File: src/rtl/mul_share_arbiter_pkg.sv
// mul_share_arbiter_pkg: shared widths and FSM state encoding for the multiplier-sharing arbiter
package mul_share_arbiter_pkg;
  localparam int OP_W = 8;
  localparam int PROD_W = 16;
  typedef enum logic [1:0] {IDLE = 2'd0, LOAD = 2'd1, WAIT = 2'd2, RESP = 2'd3} state_e;
endpackage

File: src/rtl/mul_share_arbiter_if.sv
// mul_share_arbiter_if: client-side request/grant/response bus; master = requesters, slave = arbiter
interface mul_share_arbiter_if
  import mul_share_arbiter_pkg::*;
#(parameter int NUM_REQ = 4) ();
  logic [NUM_REQ-1:0] req;
  logic [OP_W*NUM_REQ-1:0] req_a;
  logic [OP_W*NUM_REQ-1:0] req_b;
  logic [NUM_REQ-1:0] gnt;
  logic [NUM_REQ-1:0] rsp_valid;
  logic [PROD_W-1:0] rsp_prod;
  logic rsp_err;
  logic [NUM_REQ-1:0] rsp_ack;
  modport master (output req, req_a, req_b, rsp_ack, input gnt, rsp_valid, rsp_prod, rsp_err);
  modport slave (input req, req_a, req_b, rsp_ack, output gnt, rsp_valid, rsp_prod, rsp_err);
endinterface

File: src/rtl/mul_share_arbiter_rr_pick.sv
// rr_pick: combinational round-robin picker; lowest set request at or above ptr wins, else wraps to lowest overall
module rr_pick #(
  parameter int N = 4,
  parameter int IDX_W = 2
) (
  input  logic [N-1:0]     req,
  input  logic [IDX_W-1:0] ptr,
  output logic [N-1:0]     onehot,
  output logic [IDX_W-1:0] idx,
  output logic             any
);
  logic [N-1:0] hi;
  logic [N-1:0] cand;
  always_comb begin
    hi = req & ~((N'(1) << ptr) - N'(1));
    cand = |hi ? hi : req;
    idx = '0;
    for (int j = N - 1; j >= 0; j--) idx = cand[j] ? IDX_W'(j) : idx;
    any = |req;
    onehot = any ? N'(1) << idx : '0;
  end
endmodule

File: src/rtl/mul_share_arbiter.sv
// mul_share_arbiter: round-robin sharing of one sequential 8x8 multiplier among NUM_REQ clients,
// with registered grant, load sequencing, timeout abort and valid/ack response return.
module mul_share_arbiter
  import mul_share_arbiter_pkg::*;
#(
  parameter int NUM_REQ = 4,
  parameter int TIMEOUT = 32,
  parameter int IDX_W = 2
) (
  input  logic              clk,
  input  logic              reset,
  mul_share_arbiter_if.slave bus,
  output logic              mul_load,
  output logic [OP_W-1:0]   mul_a,
  output logic [OP_W-1:0]   mul_b,
  input  logic [PROD_W-1:0] mul_prod,
  input  logic              mul_ready,
  output logic              busy
);
  localparam int CNT_W = $clog2(TIMEOUT + 1);
  state_e state_q, state_d;
  logic [IDX_W-1:0] ptr_q, ptr_d, win_q, win_d;
  logic [NUM_REQ-1:0] gnt_q, gnt_d, rsp_valid_q, rsp_valid_d;
  logic [PROD_W-1:0] rsp_prod_q, rsp_prod_d;
  logic rsp_err_q, rsp_err_d, mul_load_q, mul_load_d, busy_q, busy_d;
  logic [OP_W-1:0] mul_a_q, mul_a_d, mul_b_q, mul_b_d;
  logic [CNT_W-1:0] cnt_q, cnt_d;
  logic [NUM_REQ-1:0] pick_oh;
  logic [IDX_W-1:0] pick_idx;
  logic pick_any, ready_ok, timed_out;
  rr_pick #(.N(NUM_REQ), .IDX_W(IDX_W)) u_pick (
    .req(bus.req), .ptr(ptr_q), .onehot(pick_oh), .idx(pick_idx), .any(pick_any)
  );
  // the first WAIT cycle coincides with mul_load, so ready there still belongs to the previous job
  assign ready_ok = cnt_q != '0 && mul_ready;
  assign timed_out = cnt_q == CNT_W'(TIMEOUT - 1);
  always_comb begin
    state_d = state_q;
    ptr_d = ptr_q;
    win_d = win_q;
    gnt_d = '0;
    rsp_valid_d = rsp_valid_q;
    rsp_prod_d = rsp_prod_q;
    rsp_err_d = rsp_err_q;
    mul_load_d = 1'b0;
    mul_a_d = mul_a_q;
    mul_b_d = mul_b_q;
    cnt_d = cnt_q;
    case (state_q)
      IDLE: if (pick_any) begin
        gnt_d = pick_oh;
        win_d = pick_idx;
        mul_a_d = bus.req_a[pick_idx*OP_W +: OP_W];
        mul_b_d = bus.req_b[pick_idx*OP_W +: OP_W];
        state_d = LOAD;
      end
      LOAD: begin
        mul_load_d = 1'b1;
        cnt_d = '0;
        state_d = WAIT;
      end
      WAIT: begin
        cnt_d = cnt_q + CNT_W'(1);
        if (ready_ok || timed_out) begin
          rsp_valid_d = NUM_REQ'(1) << win_q;
          rsp_prod_d = ready_ok ? mul_prod : '0;
          rsp_err_d = !ready_ok;
          state_d = RESP;
        end
      end
      RESP: if (bus.rsp_ack[win_q]) begin
        rsp_valid_d = '0;
        rsp_err_d = 1'b0;
        ptr_d = win_q == IDX_W'(NUM_REQ - 1) ? '0 : win_q + IDX_W'(1);
        state_d = IDLE;
      end
      default: state_d = IDLE;
    endcase
    busy_d = state_d != IDLE;
  end
  always_ff @(posedge clk or negedge reset) begin
    if (!reset) begin
      state_q <= IDLE;
      ptr_q <= '0;
      win_q <= '0;
      gnt_q <= '0;
      rsp_valid_q <= '0;
      rsp_prod_q <= '0;
      rsp_err_q <= 1'b0;
      mul_load_q <= 1'b0;
      mul_a_q <= '0;
      mul_b_q <= '0;
      cnt_q <= '0;
      busy_q <= 1'b0;
    end else begin
      state_q <= state_d;
      ptr_q <= ptr_d;
      win_q <= win_d;
      gnt_q <= gnt_d;
      rsp_valid_q <= rsp_valid_d;
      rsp_prod_q <= rsp_prod_d;
      rsp_err_q <= rsp_err_d;
      mul_load_q <= mul_load_d;
      mul_a_q <= mul_a_d;
      mul_b_q <= mul_b_d;
      cnt_q <= cnt_d;
      busy_q <= busy_d;
    end
  end
  assign bus.gnt = gnt_q;
  assign bus.rsp_valid = rsp_valid_q;
  assign bus.rsp_prod = rsp_prod_q;
  assign bus.rsp_err = rsp_err_q;
  assign mul_load = mul_load_q;
  assign mul_a = mul_a_q;
  assign mul_b = mul_b_q;
  assign busy = busy_q;
endmodule

File: src/flat_wrapper.sv
// flat-port wrapper written by rule: the top's interface ports become plain ports
module mul_share_arbiter_flat import mul_share_arbiter_pkg::*;
#(
  parameter int NUM_REQ = 4,
  parameter int TIMEOUT = 32,
  parameter int IDX_W = 2
)
  (clk, reset, mul_load, mul_a, mul_b, mul_prod, mul_ready, busy, bus_req, bus_req_a, bus_req_b, bus_rsp_ack, bus_gnt, bus_rsp_valid, bus_rsp_prod, bus_rsp_err);
  mul_share_arbiter_if #(.NUM_REQ(NUM_REQ)) bus_i ();
  input  logic clk;
  input  logic reset;
  output logic mul_load;
  output logic [OP_W-1:0] mul_a;
  output logic [OP_W-1:0] mul_b;
  input  logic [PROD_W-1:0] mul_prod;
  input  logic mul_ready;
  output logic busy;
  input wire logic [$bits(bus_i.req)-1:0] bus_req;
  input wire logic [$bits(bus_i.req_a)-1:0] bus_req_a;
  input wire logic [$bits(bus_i.req_b)-1:0] bus_req_b;
  input wire logic [$bits(bus_i.rsp_ack)-1:0] bus_rsp_ack;
  output wire logic [$bits(bus_i.gnt)-1:0] bus_gnt;
  output wire logic [$bits(bus_i.rsp_valid)-1:0] bus_rsp_valid;
  output wire logic [$bits(bus_i.rsp_prod)-1:0] bus_rsp_prod;
  output wire logic [$bits(bus_i.rsp_err)-1:0] bus_rsp_err;
  assign bus_i.req = bus_req;
  assign bus_i.req_a = bus_req_a;
  assign bus_i.req_b = bus_req_b;
  assign bus_i.rsp_ack = bus_rsp_ack;
  assign bus_gnt = bus_i.gnt;
  assign bus_rsp_valid = bus_i.rsp_valid;
  assign bus_rsp_prod = bus_i.rsp_prod;
  assign bus_rsp_err = bus_i.rsp_err;
  mul_share_arbiter #(.NUM_REQ(NUM_REQ), .TIMEOUT(TIMEOUT), .IDX_W(IDX_W)) u_core (.clk(clk), .reset(reset), .bus(bus_i), .mul_load(mul_load), .mul_a(mul_a), .mul_b(mul_b), .mul_prod(mul_prod), .mul_ready(mul_ready), .busy(busy));
endmodule
File: config.mk
export PLATFORM = sky130hd
export DESIGN_NAME = mul_share_arbiter_flat
export DESIGN_NICKNAME = d
export VERILOG_FILES = /design/src/rtl/mul_share_arbiter_pkg.sv /design/src/rtl/mul_share_arbiter_if.sv /design/src/rtl/mul_share_arbiter_rr_pick.sv /design/src/rtl/mul_share_arbiter.sv /design/src/flat_wrapper.sv
export SDC_FILE = /design/constraint.sdc
export NUM_CORES = 1
export LEC_CHECK = 0
export BUFFER_PORTS_ARGS = -buffer_cell sky130_fd_sc_hd__buf_2
export CAP_MARGIN = 10
export CORE_UTILIZATION = 45
export DETAILED_ROUTE_END_ITERATION = 12
export PLACE_DENSITY_LB_ADDON = 0.08
export SLEW_MARGIN = 20
export SYNTH_ARGS = -nofsm -noshare
export SYNTH_HDL_FRONTEND = slang
export SYNTH_SLANG_ARGS = --single-unit
File: constraint.sdc
create_clock -name clk -period 5.1 [get_ports clk]
set_input_delay 1.02 -clock clk [delete_from_list [all_inputs] [get_ports clk]]
set_output_delay 1.02 -clock clk [all_outputs]
set_load 0.02 [all_outputs]
# Yosys cells after proc, flatten, opt, wreduce, memory -nomap -nowiden
# Index checks and enable logic that the tools add are counted.
# totals
n_memories	0
elab_cells	67
latchBits	0
ramBits	0
mem_bits_ro	0
out_inout_bits	43
regBits	55
# classes
n_reduce_logical	14
bitwise_logic	2
n_addsub	3
order_cmp	1
div_mod_pow	0
muxes	23
mul	0
eq_ne	7
shift	5
# ops
operator	count
$shiftx 32x6->8	2
$mux 4	5
$mux 16	1
$mux 2	8
$pmux 6 s2	1
$shl 1x2->4 const A	3
$pmux 2 s4	1
$pmux 4 s2	1
$reduce_or 4->1	2
$add 6x1->6 const B	1
$eq 2x2->1 const B	3
$eq 6x5->1 const B	1
$reduce_and 2->1	3
$reduce_bool 2->1	3
$reduce_bool 6->1	1
$and 4x4->4	1
$mux 1	4
$ne 2x1->1 const B	2
$not 4->4	1
$sub 4x1->4 const B	1
$lt 2x3->1 const B	1
$reduce_and 3->1	1
$add 2x1->2 const B	1
$bmux 1 s2	1
6 further kinds	6

# Logic depth before layout (Yosys ltp)
# Gate-level depths: netlist of the first run.
# depth
word_depth	13
mapped_depth	8
ltp_nobuf	7

# Modules after synthesis
# From an unflattened synthesis of the first run, not the netlist that was laid out.
# hier_totals
cells_unflattened	228
area_unflattened_um2	2894.0
# by_module_without_submodules
module	area_per_inst_um2	cells_per_inst	seq_area_each_um2	instances
mul_share_arbiter	2725.1	201	1376.3	1
rr_pick	168.9	27	0.0	1

# Least setup slack after synthesis of the first run
# No wires, ideal clock.
# synth_path
path_type	input port to flip-flop
startpoint	in bus_req[2]
endpoint	reg u_core.mul_a_q[6], in the netlist u_core.mul_a[6]
required_time_ps	4974
stages	6
t_arrival_ps	2280
path_slack_ps	2694
setup_ps	126
n_path_buf	1
cell_sequence	nor2b_1 a211oi_2 o22ai_2 buf_6 mux2_4 a221o_1
# synth_between
elab_chain_len	8
elab_cells_between_ends	10
classes_between	shift (1); mux (5); bitwise (1); reduce/logical (3)
# synth_lines
item	line_no	rtl
start: declaration	flat_wrapper.sv:18	input wire logic [$bits(bus_i.req)-1:0] bus_req;
$and 4x4->4	mul_share_arbiter_rr_pick.sv:15	hi = req & ~((N'(1) << ptr) - N'(1));
$reduce_or 4->1	mul_share_arbiter_rr_pick.sv:16	cand = |hi ? hi : req;
$mux 4	mul_share_arbiter_rr_pick.sv:16	
$mux 2 (4 in series)	mul_share_arbiter_rr_pick.sv:18	for (int j = N - 1; j >= 0; j--) idx = cand[j] ? IDX_W'(j) : idx;
$shiftx 32x6->8	mul_share_arbiter.sv:53	mul_a_d = bus.req_a[pick_idx*OP_W +: OP_W];
end signal: assignment	mul_share_arbiter.sv:104	mul_a_q <= mul_a_d;
end: declaration	mul_share_arbiter.sv:26	logic [OP_W-1:0] mul_a_q, mul_a_d, mul_b_q, mul_b_d;
# Parallel ways exist; a longest one is shown, timed or not.
# A chain may end at the register's enable or synchronous reset.

# Worst setup path after layout of the first run
# layout_path
startpoint	in bus_req[2]
endpoint	reg u_core.mul_a_q[3], in the netlist u_core.mul_a[3]
# Same word-level chain as after synthesis.

==> results of run 1 <==
cell usage in the layout (no fill, tap or decap), drive strengths merged, types with 3 or more instances in the layout:
| cell type | n |
|---|---|
| o21ai | 8 |
| buf | 136 |
| clkbuf | 5 |
| mux2 | 16 |
| inv | 11 |
| nand3 | 4 |
| o22ai | 3 |
| o221ai | 6 |
| ha | 10 |
| mux2i | 14 |
| a221o | 10 |
| dfrtp | 55 |
| nand2 | 22 |
| nor2b | 7 |
| nor2 | 5 |
| a21oi | 5 |
| a22o | 26 |
worst paths after layout:
path	start	cells after the start	end
min	u_core.bus.rsp_err	1	u_core.bus.rsp_err
min reg2reg	u_core.bus.rsp_err	1	u_core.bus.rsp_err
max	bus_req[2]	7	u_core.mul_a[3]
max reg2reg	u_core.state_q[0]	6	u_core.bus.rsp_valid[2]
max in group asynchronous	reset	2	u_core.mul_a[0]
min in group asynchronous	reset	2	u_core.cnt_q[1]
power breakdown:
group	internal (uW)	switching, uW	leakage (uW)
registers	619	109	0.000695
clock network	97.1	142	0.0000483
logic	467	604	0.00121
registers in the layout, summed over array words and instances (netlist names):
register,count
u_core.busy,1
u_core.state_q,2
u_core.bus.rsp_prod,16
u_core.win_q,2
u_core.bus.rsp_valid,4
u_core.mul_b,8
u_core.bus.gnt,4
u_core.mul_a,8
u_core.cnt_q,6
u_core.ptr_q,2
u_core.mul_load,1
u_core.bus.rsp_err,1
per-layer routing:
layer,share of wire,track usage
met1,0.45,0.2553
met2,0.48,0.3267
met3,0.063,0.04944
met4,0.0083,0.05714
met5,0,0
layout make-up:
| class | instances | area [sq um] |
|---|---|---|
| well taps | 75 | 93.84 |
| fillers | 553 | 2351 |
| multi-input cells | 162 | 1356 |
| clock buffers | 5 | 68.82 |
| clock inverters | 3 | 18.77 |
| inverters | 10 | 37.54 |
| flip-flops and latches | 55 | 1376 |
| repair buffers | 136 | 688.2 |
logic make-up (layout without fill, tap and decap cells):
group / Yosys count / after routing / share of synthesized area
AOI/OAI and AO/OA: 71 / 71 / 0.2155
DFF: 55 / 55 / 0.4867
muxes: 31 / 31 / 0.1292
buffers and inverters: 23 / 154 / 0.03761
adders and majority gates: 10 / 10 / 0.04425
and+or+nand+nor: 50 / 50 / 0.08672
cell usage after synthesis (2+ instances only):
cell      number  area share
buf_6          2      0.0080
o221ai_1       6       0.019
nand2_1       22       0.029
a21oi_1        4      0.0071
o31ai_1        2      0.0053
mux2i_1       14       0.050
inv_2          2      0.0027
o22ai_1        2      0.0044
o21ai_0        5      0.0088
buf_2          4      0.0071
mux2_4         6       0.032
or3_1          2      0.0044
and2_1         2      0.0044
a22o_1        26       0.081
nor2b_1        7       0.015
nand3_1        4      0.0071
mux2_1         9       0.036
ha_1          10       0.044
o21ai_1        3      0.0053
a221o_1       10       0.035
dfrtp_1       55        0.49
or2_1          2      0.0044
o211ai_1       2      0.0053
clkbuf_1       7      0.0093
inv_1          8       0.011
nand2b_1       2      0.0044
nor2_1         5      0.0066
critical path: stages:
cell,delay (ns)
buf_2,0.15
nor2b_1,0.26
a211oi_2,0.08
o22ai_2,0.79
buf_4,0.33
mux2i_1,0.21
o221ai_1,0.14
per-stage QoR:
step | setup slack, ns | util
detailed placement | 1.926 | 0.5929
finish | 2.277 | 0.6076
global route | 2.110 | 0.6076
floorplan | 2.694 | -
global placement | 2.031 | 0.5929
CTS | 2.277 | 0.6076
==> results.json, run 1 <==
{
  "dieArea_sq_mm": 0.006605,
  "grt_max_degree": 56,
  "drc": 0,
  "grt.overflow.total": 0,
  "drt_iter0_drc": 103,
  "wl_per_cell_microns": 14.28,
  "yosysSeqAreaShare": 0.4867,
  "clock.fmax_mhz": 354.2,
  "clock_tree.root_cell": "clkbuf_8",
  "boundaryPins": 134,
  "io_buffer_count": 133,
  "viasPerCell": 5.265,
  "cts_made_buffers": 5,
  "yosysWarningCount": 0,
  "syn-num-nets": 341,
  "diodes": 0,
  "h-tree-depth": 2,
  "cts_tree": "done",
  "post_cts_resize_count": 0,
  "grt_pass1_vias": 2153,
  "areaGrowthSynthToFinish_pct": 28.72,
  "syn_inst": 240,
  "rsz0062_at_grt": "false",
  "total_power_uw": 2038,
  "hold_ws_ns": 0.4915,
  "crit_path_end_kind": "register",
  "gp_congestion": 0.7596,
  "arrival_ns": 2.99,
  "ys_ff_latch": 55,
  "antenna_found_initial": 0,
  "grt_pass1_wl_microns": 9929,
  "layout.nets": 471,
  "fin_crit_ns": 2.823,
  "cts_setup_buffers": 0,
  "firstDrtPassIters": 4,
  "insertion_delay_ns": 0.30,
  "grt_usage": 0.1981,
  "syn-cell-area_sq_mm": 0.002828,
  "core-area_sq_mm": 0.005991,
  "max_slew_margin": 0.2874,
  "die_w_microns": 81.27,
  "ant_nets": 0,
  "hp-class": "register to register",
  "yosys_most_used_dff": "dfrtp_1",
  "startpoint_type": "primary input",
  "setup_viol": 0,
  "async_reset_ff_frac": 1.000,
  "dp_hpwl_microns": 4679,
  "powerDensity_mw_per_mm2": 559.9,
  "holdBufCountCts": 0,
  "clkSinkCount": 55,
  "synth_edf_count": 0,
  "setup_tns_ns": 0,
  "die_height_microns": 81.27,
  "worst_ir_drop_vdd_v": 0.0002916,
  "fin_area_sq_mm": 0.003640,
  "placed_area_sq_mm": 0.003552,
  "drv_cap": 0,
  "clk_pin_slew_worst_paths_ns": 0.10,
  "vias": 2348,
  "initial_core_util": 0.4720,
  "drive_gt1_frac": 0.4313,
  "critPathKind": "primary input to register",
  "r2r_slack_ns": 2.55,
  "rows": 28,
  "cts_buffer_depth": 2,
  "p_leak_uw": 0.001953,
  "fin_skew_ns": 0.004962,
  "avgSynthCellArea_sq_um": 11.78,
  "finalCritPeriodShare": 0.5535,
  "fin_cells": 446,
  "critical_path.max_fanout": 16,
  "postRouteWirelength_microns": 6370,
  "crit_required_ns": 5.27,
  "maxSlewViolCount": 0,
  "hold_viol_final": 0,
  "ys_types": 44,
  "status": "completed",
  "worstMarginPinSlew_ns": 1.069,
  "dp.cells": 438
}
Note: power is estimated with default switching activity, not from simulation.
==> inputs of run 2 (changes only) <==
==> constraint.sdc (replaced) <==
create_clock -name clk -period 2.8 [get_ports clk]
set_input_delay 0.56 -clock clk [delete_from_list [all_inputs] [get_ports clk]]
set_output_delay 0.56 -clock clk [all_outputs]
set_load 0.02 [all_outputs]
==> run 2 against run 1 <==
Sequential share of layout area shrank 0.47 points. Critical endpoint is now u_core.bus.rsp_valid[2]. Non-clock buffer count grew 5. Clock power grew 96%. Largest power group unchanged. Largest cell class unchanged. Global-route usage grew 0.081 points.
==> results.json, run 2 (same netlist as run 1, synthesis figures left out) <==
{
  "status": "completed",
  "postRouteWirelength_microns": 6331,
  "largest_register_ffs": 16,
  "final_common_cell": "buf_2",
  "critical_path.max_fanout": 18,
  "finalCritPeriodShare": 0.7813,
  "boundaryPins": 134,
  "worstPathCellList": "inv_1, ha_1, nand2b_1, o311a_1, a21oi_4, a21o_4, mux2_1",
  "initial_core_util": 0.4720,
  "crit_required_ns": 3.00,
  "r2r_slack_ns": 0.61,
  "arrival_ns": 2.39,
  "wl_per_cell_microns": 14.04,
  "dp_worst_setup_slack_ns": 0.4563,
  "worst_ir_drop_vdd_v": 0.0005238,
  "setup_viol": 0,
  "fin_skew_ns": 0.006158,
  "drive_gt1_frac": 0.4388,
  "grt_pass1_wl_microns": 10020,
  "p_leak_uw": 0.001977,
  "grt.overflow.total": 0,
  "areaGrowthSynthToFinish_pct": 30.35,
  "slowest_delay_ns": 0.42,
  "cts_setup_buffers": 0,
  "grt_usage": 0.1989,
  "die_w_microns": 81.27,
  "hp-class": "primary input to async pin",
  "crit_buf_inv": 1,
  "grt_pass1_vias": 2231,
  "dieArea_sq_mm": 0.006605,
  "rows": 28,
  "clock_tree.root_cell": "clkbuf_8",
  "holdBufCountCts": 0,
  "dp_hpwl_microns": 4786,
  "gp_congestion": 0.7668,
  "viasPerCell": 5.264,
  "grt_max_degree": 25,
  "worstMarginPinSlew_ns": 0.4946,
  "insertion_delay_ns": 0.31,
  "fin_crit_ns": 2.188,
  "diodes": 0,
  "rsz0062_at_grt": "false",
  "clock.fmax_mhz": 457.1,
  "setup_tns_ns": 0,
  "crit_start": "u_core.cnt_q[0]",
  "clkSinkCount": 55,
  "drv_cap": 0,
  "hold_viol_final": 0,
  "r2r-start": "u_core.cnt_q[0]",
  "ant_nets": 0,
  "clk_pin_slew_worst_paths_ns": 0.11,
  "io_buffer_count": 133,
  "post_cts_resize_count": 0,
  "crit_path_end_kind": "register",
  "layout.nets": 476,
  "total_power_uw": 3773,
  "antenna_found_initial": 0,
  "critPathKind": "register to register",
  "final_cell_mix": "buf_2, dfrtp_1, a22o_1, nand2_1, mux2i_1",
  "startpoint_type": "register",
  "die_height_microns": 81.27,
  "firstDrtPassIters": 6,
  "drc": 0,
  "max_slew_margin": 0.6695,
  "placed_area_sq_mm": 0.003590,
  "powerDensity_mw_per_mm2": 1024,
  "cts_buffer_depth": 2,
  "fin_area_sq_mm": 0.003686,
  "cts_made_buffers": 5,
  "maxSlewViolCount": 0,
  "path_delay_family": "compound AO/OA/AOI/OAI gates",
  "cts_tree": "done",
  "h-tree-depth": 2,
  "slowest_stage": "a21oi_4",
  "drt_iter0_drc": 60,
  "core-area_sq_mm": 0.005991,
  "vias": 2374,
  "fin_ws_ns": 0.6122
}
[run 2: changes by cell type in the layout (fill, tap and decap cells not counted)]
cell	previous run	this run
buf_4	3	8
clkinv_2	2	0
clkinvlp_4	0	1
inv_8	0	1
[run 2: per-stage QoR]
step                      hold slack [ns]  instances    util
after floorplan                    0.2644        240       -
after global placement             0.4724        443  0.5992
after detailed placement           0.4741        443  0.5992
after CTS                          0.1547        451  0.6153
after global routing               0.1655        451  0.6153
final                              0.1388        451  0.6153
[run 2: worst reg2reg max path, cell delays in order, from the launching register on]
cell and delay, ns:
dfrtp_1 0.41, inv_1 0.10, ha_1 0.17, nand2b_1 0.07
o311a_1 0.33, a21oi_4 0.42, a21o_4 0.25, mux2_1 0.33
[run 2: worst paths after layout]
check / cells past startpoint / to
max in group asynchronous: 2 / u_core.bus.rsp_prod[10]
min: 1 / u_core.bus.rsp_valid[3]
min in group clk: 2 / u_core.bus.rsp_prod[14]
min reg2reg: 1 / u_core.bus.rsp_err
max reg2reg: 7 / u_core.bus.rsp_valid[2]
max: 7 / u_core.bus.rsp_valid[2]
[run 2: cell type report]
| type | instances | area [sq um] |
|---|---|---|
| tap | 75 | 93.84 |
| inverter | 10 | 37.54 |
| timing repair buffer | 141 | 725.7 |
| clock inverter | 3 | 27.53 |
| clock buffer | 5 | 68.82 |
| fill | 538 | 2305 |
| sequential | 55 | 1376 |
| multi-input combinational | 162 | 1356 |
[run 2: layer usage]
metal	share of wire	routed length [microns]	track usage
met1	0.43	2750	0.2432
met4	0.012	74	0.06429
met3	0.072	455	0.04831
met2	0.48	3050	0.3417
met5	0	0	0
[run 2: where the power goes]
group	internal, uW	switching (uW)	total (uW)
clock	186	282	468
sequential	1130	201	1330
combinational	874	1100	1980
==> inputs of run 3 (changes only) <==
--- a/config.mk
+++ b/config.mk
@@ -5,9 +5,10 @@
 export SDC_FILE = /design/constraint.sdc
 export NUM_CORES = 1
 export LEC_CHECK = 0
+export ABC_AREA = 1
 export BUFFER_PORTS_ARGS = -buffer_cell sky130_fd_sc_hd__buf_2
 export CAP_MARGIN = 10
-export CORE_UTILIZATION = 45
+export CORE_UTILIZATION = 43
 export DETAILED_ROUTE_END_ITERATION = 12
 export PLACE_DENSITY_LB_ADDON = 0.08
 export SLEW_MARGIN = 20
==> constraint.sdc (replaced) <==
create_clock -name clk -period 2 [get_ports clk]
set_input_delay 0.4 -clock clk [delete_from_list [all_inputs] [get_ports clk]]
set_output_delay 0.4 -clock clk [all_outputs]
set_load 0.02 [all_outputs]
==> run 3 against run 2 <==
Synthesized area up 10%. Non-clock buffer count is 2 higher. Via count is 30% higher. Largest power group unchanged. Largest cell class is now multi-input combinational cells.
==> results.json, run 3 <==
{
  "status": "completed",
  "critical_path.max_fanout": 7,
  "rows": 30,
  "ys_top_cells_by_count": "nand2_1, nand3_1, dfrtp_1, inv_1, o21ai_0",
  "fin_skew_ns": 0.009349,
  "setup_tns_ns": 0,
  "yosys_most_used_dff": "dfrtp_1",
  "yosysWarningCount": 0,
  "crit_start": "u_core.state_q[0]",
  "cts_tree": "done",
  "drv_cap": 0,
  "cts_buffer_depth": 2,
  "firstDrtPassIters": 5,
  "ys_types": 31,
  "clock_tree.root_cell": "clkbuf_8",
  "antenna_found_initial": 0,
  "rsz0062_at_grt": "false",
  "initial_core_util": 0.4522,
  "hp-class": "primary input to async pin",
  "path_delay_family": "simple AND/OR/NAND/NOR gates",
  "multi_input_area_sq_mm": 0.001459,
  "drc": 0,
  "syn_inst": 428,
  "crit_buf_inv": 2,
  "clkSinkCount": 55,
  "layout.nets": 664,
  "largest_register_ffs": 16,
  "postRouteWirelength_microns": 7659,
  "diodes": 0,
  "post-synth-top-count-cell": "nand2_1",
  "die_w_microns": 87.22,
  "r2r_slack_ns": 0.23,
  "drive_gt1_frac": 0.3032,
  "yosysSeqAreaShare": 0.4407,
  "crit_path_frequent_cell": "inv_1",
  "wl_per_cell_microns": 11.60,
  "synthTopCellsByArea": "dfrtp_1, nand2_1, nand3_1",
  "yosys.area.top_type": "dfrtp_1",
  "slowest_delay_ns": 0.40,
  "max_slew_margin": 0.6820,
  "arrival_ns": 1.99,
  "maxSlewViolCount": 0,
  "reg2reg_depth": 7,
  "syn-num-nets": 529,
  "critPathKind": "register to register",
  "placed_area_sq_mm": 0.003909,
  "synth_edf_count": 0,
  "grt_usage": 0.2089,
  "core-area_sq_mm": 0.006907,
  "register_area_sq_mm": 0.001376,
  "grt_max_degree": 43,
  "worstPathCellList": "inv_1, ha_2, inv_1, nor3_1, nand2_1, o21ai_0, nor3b_1",
  "worstMarginPinSlew_ns": 0.4765,
  "final_cell_mix": "nand2_1, buf_2, nand3_1, dfrtp_1, inv_1",
  "worst_ir_drop_vdd_v": 0.0005495,
  "dp_hpwl_microns": 5762,
  "vias": 3076,
  "powerDensity_mw_per_mm2": 1346,
  "fin_crit_ns": 1.773,
  "r2r_end": "u_core.cnt_q[5]",
  "grt.overflow.total": 0,
  "grt_pass1_vias": 2779,
  "avgSynthCellArea_sq_um": 7.297,
  "fin_area_sq_mm": 0.004031,
  "h-tree-depth": 2,
  "holdBufCountCts": 0,
  "cts_made_buffers": 5,
  "crit_required_ns": 2.22,
  "ant_nets": 0,
  "setup_viol": 0,
  "io_buffer_count": 133,
  "async_reset_ff_frac": 1.000,
  "clk_pin_slew_worst_paths_ns": 0.10,
  "slowest_stage": "dfrtp_1",
  "syn-cell-area_sq_mm": 0.003123,
  "die_height_microns": 87.22,
  "dieArea_sq_mm": 0.007607,
  "p_leak_uw": 0.002385,
  "ys_ff_latch": 55,
  "boundaryPins": 134,
  "drt_iter0_drc": 95,
  "finalCritPeriodShare": 0.8863,
  "startpoint_type": "register",
  "fillCellCount": 700,
  "areaGrowthSynthToFinish_pct": 29.09,
  "crit_path_end_kind": "register",
  "clock.fmax_mhz": 564.2,
  "gp_congestion": 0.9046,
  "grt_pass1_wl_microns": 12590,
  "final_common_cell": "nand2_1",
  "synth_top_cell_area_share": 0.4407,
  "r2r-start": "u_core.state_q[0]",
  "insertion_delay_ns": 0.30,
  "viasPerCell": 4.661,
  "hold_viol_final": 0
}
==> run 3: worst register-to-register path: stages (launching register included) <==
cell and delay [ns]:
dfrtp_1 0.40, inv_1 0.11, ha_2 0.39, inv_1 0.08
nor3_1 0.25, nand2_1 0.12, o21ai_0 0.15, nor3b_1 0.20
==> run 3: kinds of logic (layout without fill, tap and decap cells) <==
group           Yosys count  in the layout  share of synthesized area
fa+ha+maj                10             10                    0.04006
simple gates            260            260                     0.3726
flops                    55             55                     0.4407
buf+inv                  71            207                    0.09295
compound gates           32             32                    0.05369
==> run 3: final cells by class <==
type,count,area share
inverter,56,0.05214
multi-input combinational,302,0.3619
clock inverter,3,0.01086
tap,96,0.02980
sequential,55,0.3414
timing repair buffer,143,0.1868
clock buffer,5,0.01707
==> run 3: where the power goes <==
group          total, uW  internal [uW]  switching [uW]  leakage (uW)
Sequential          1800           1560             238      0.000701
Clock                733            373             359     0.0000581
Combinational       2900            976            1920       0.00163
==> run 3: routing by layer <==
layer | track usage | vias up | part of all wire
met3 | 0.03791 | 6 | 0.050
li1 | - | 1614 | -
met4 | 0.05365 | 0 | 0.0087
met2 | 0.3608 | 95 | 0.49
met5 | 0 | - | 0
met1 | 0.2705 | 1361 | 0.45
==> run 3: repair_timing <==
item	in CTS	in global routing
setup buffers	0	1
endpoints found under the setup margin	0	5
gates resized for setup	0	1
==> run 3: worst max-delay path by stage <==
stage / endpoint / slack (ns) / cells past startpoint
floorplan: u_core.cnt_q[5] / 0.49 / 7
global placement: u_core.mul_a[5] / 0.23 / 11
detailed placement: u_core.mul_a[0] / 0.18 / 11
CTS: u_core.bus.rsp_err / 0.19 / 10
global route: u_core.cnt_q[5] / 0.04 / 7
finish: u_core.cnt_q[5] / 0.23 / 7
==> run 3: per-stage QoR <==
stage,hold WS (ns),utilization,setup WS [ns],total power [uW],instances
6_report,0.03288,0.5837,0.2274,5425,660
2_1_floorplan,0.1044,-,0.4874,3801,428
4_1_cts,0.03916,0.5822,0.1888,5475,659
3_3_place_gp,0.3774,0.5659,0.2277,4668,651
5_1_grt,0.06367,0.5837,0.03666,5947,660
3_5_place_dp,0.3783,0.5659,0.1822,4720,651
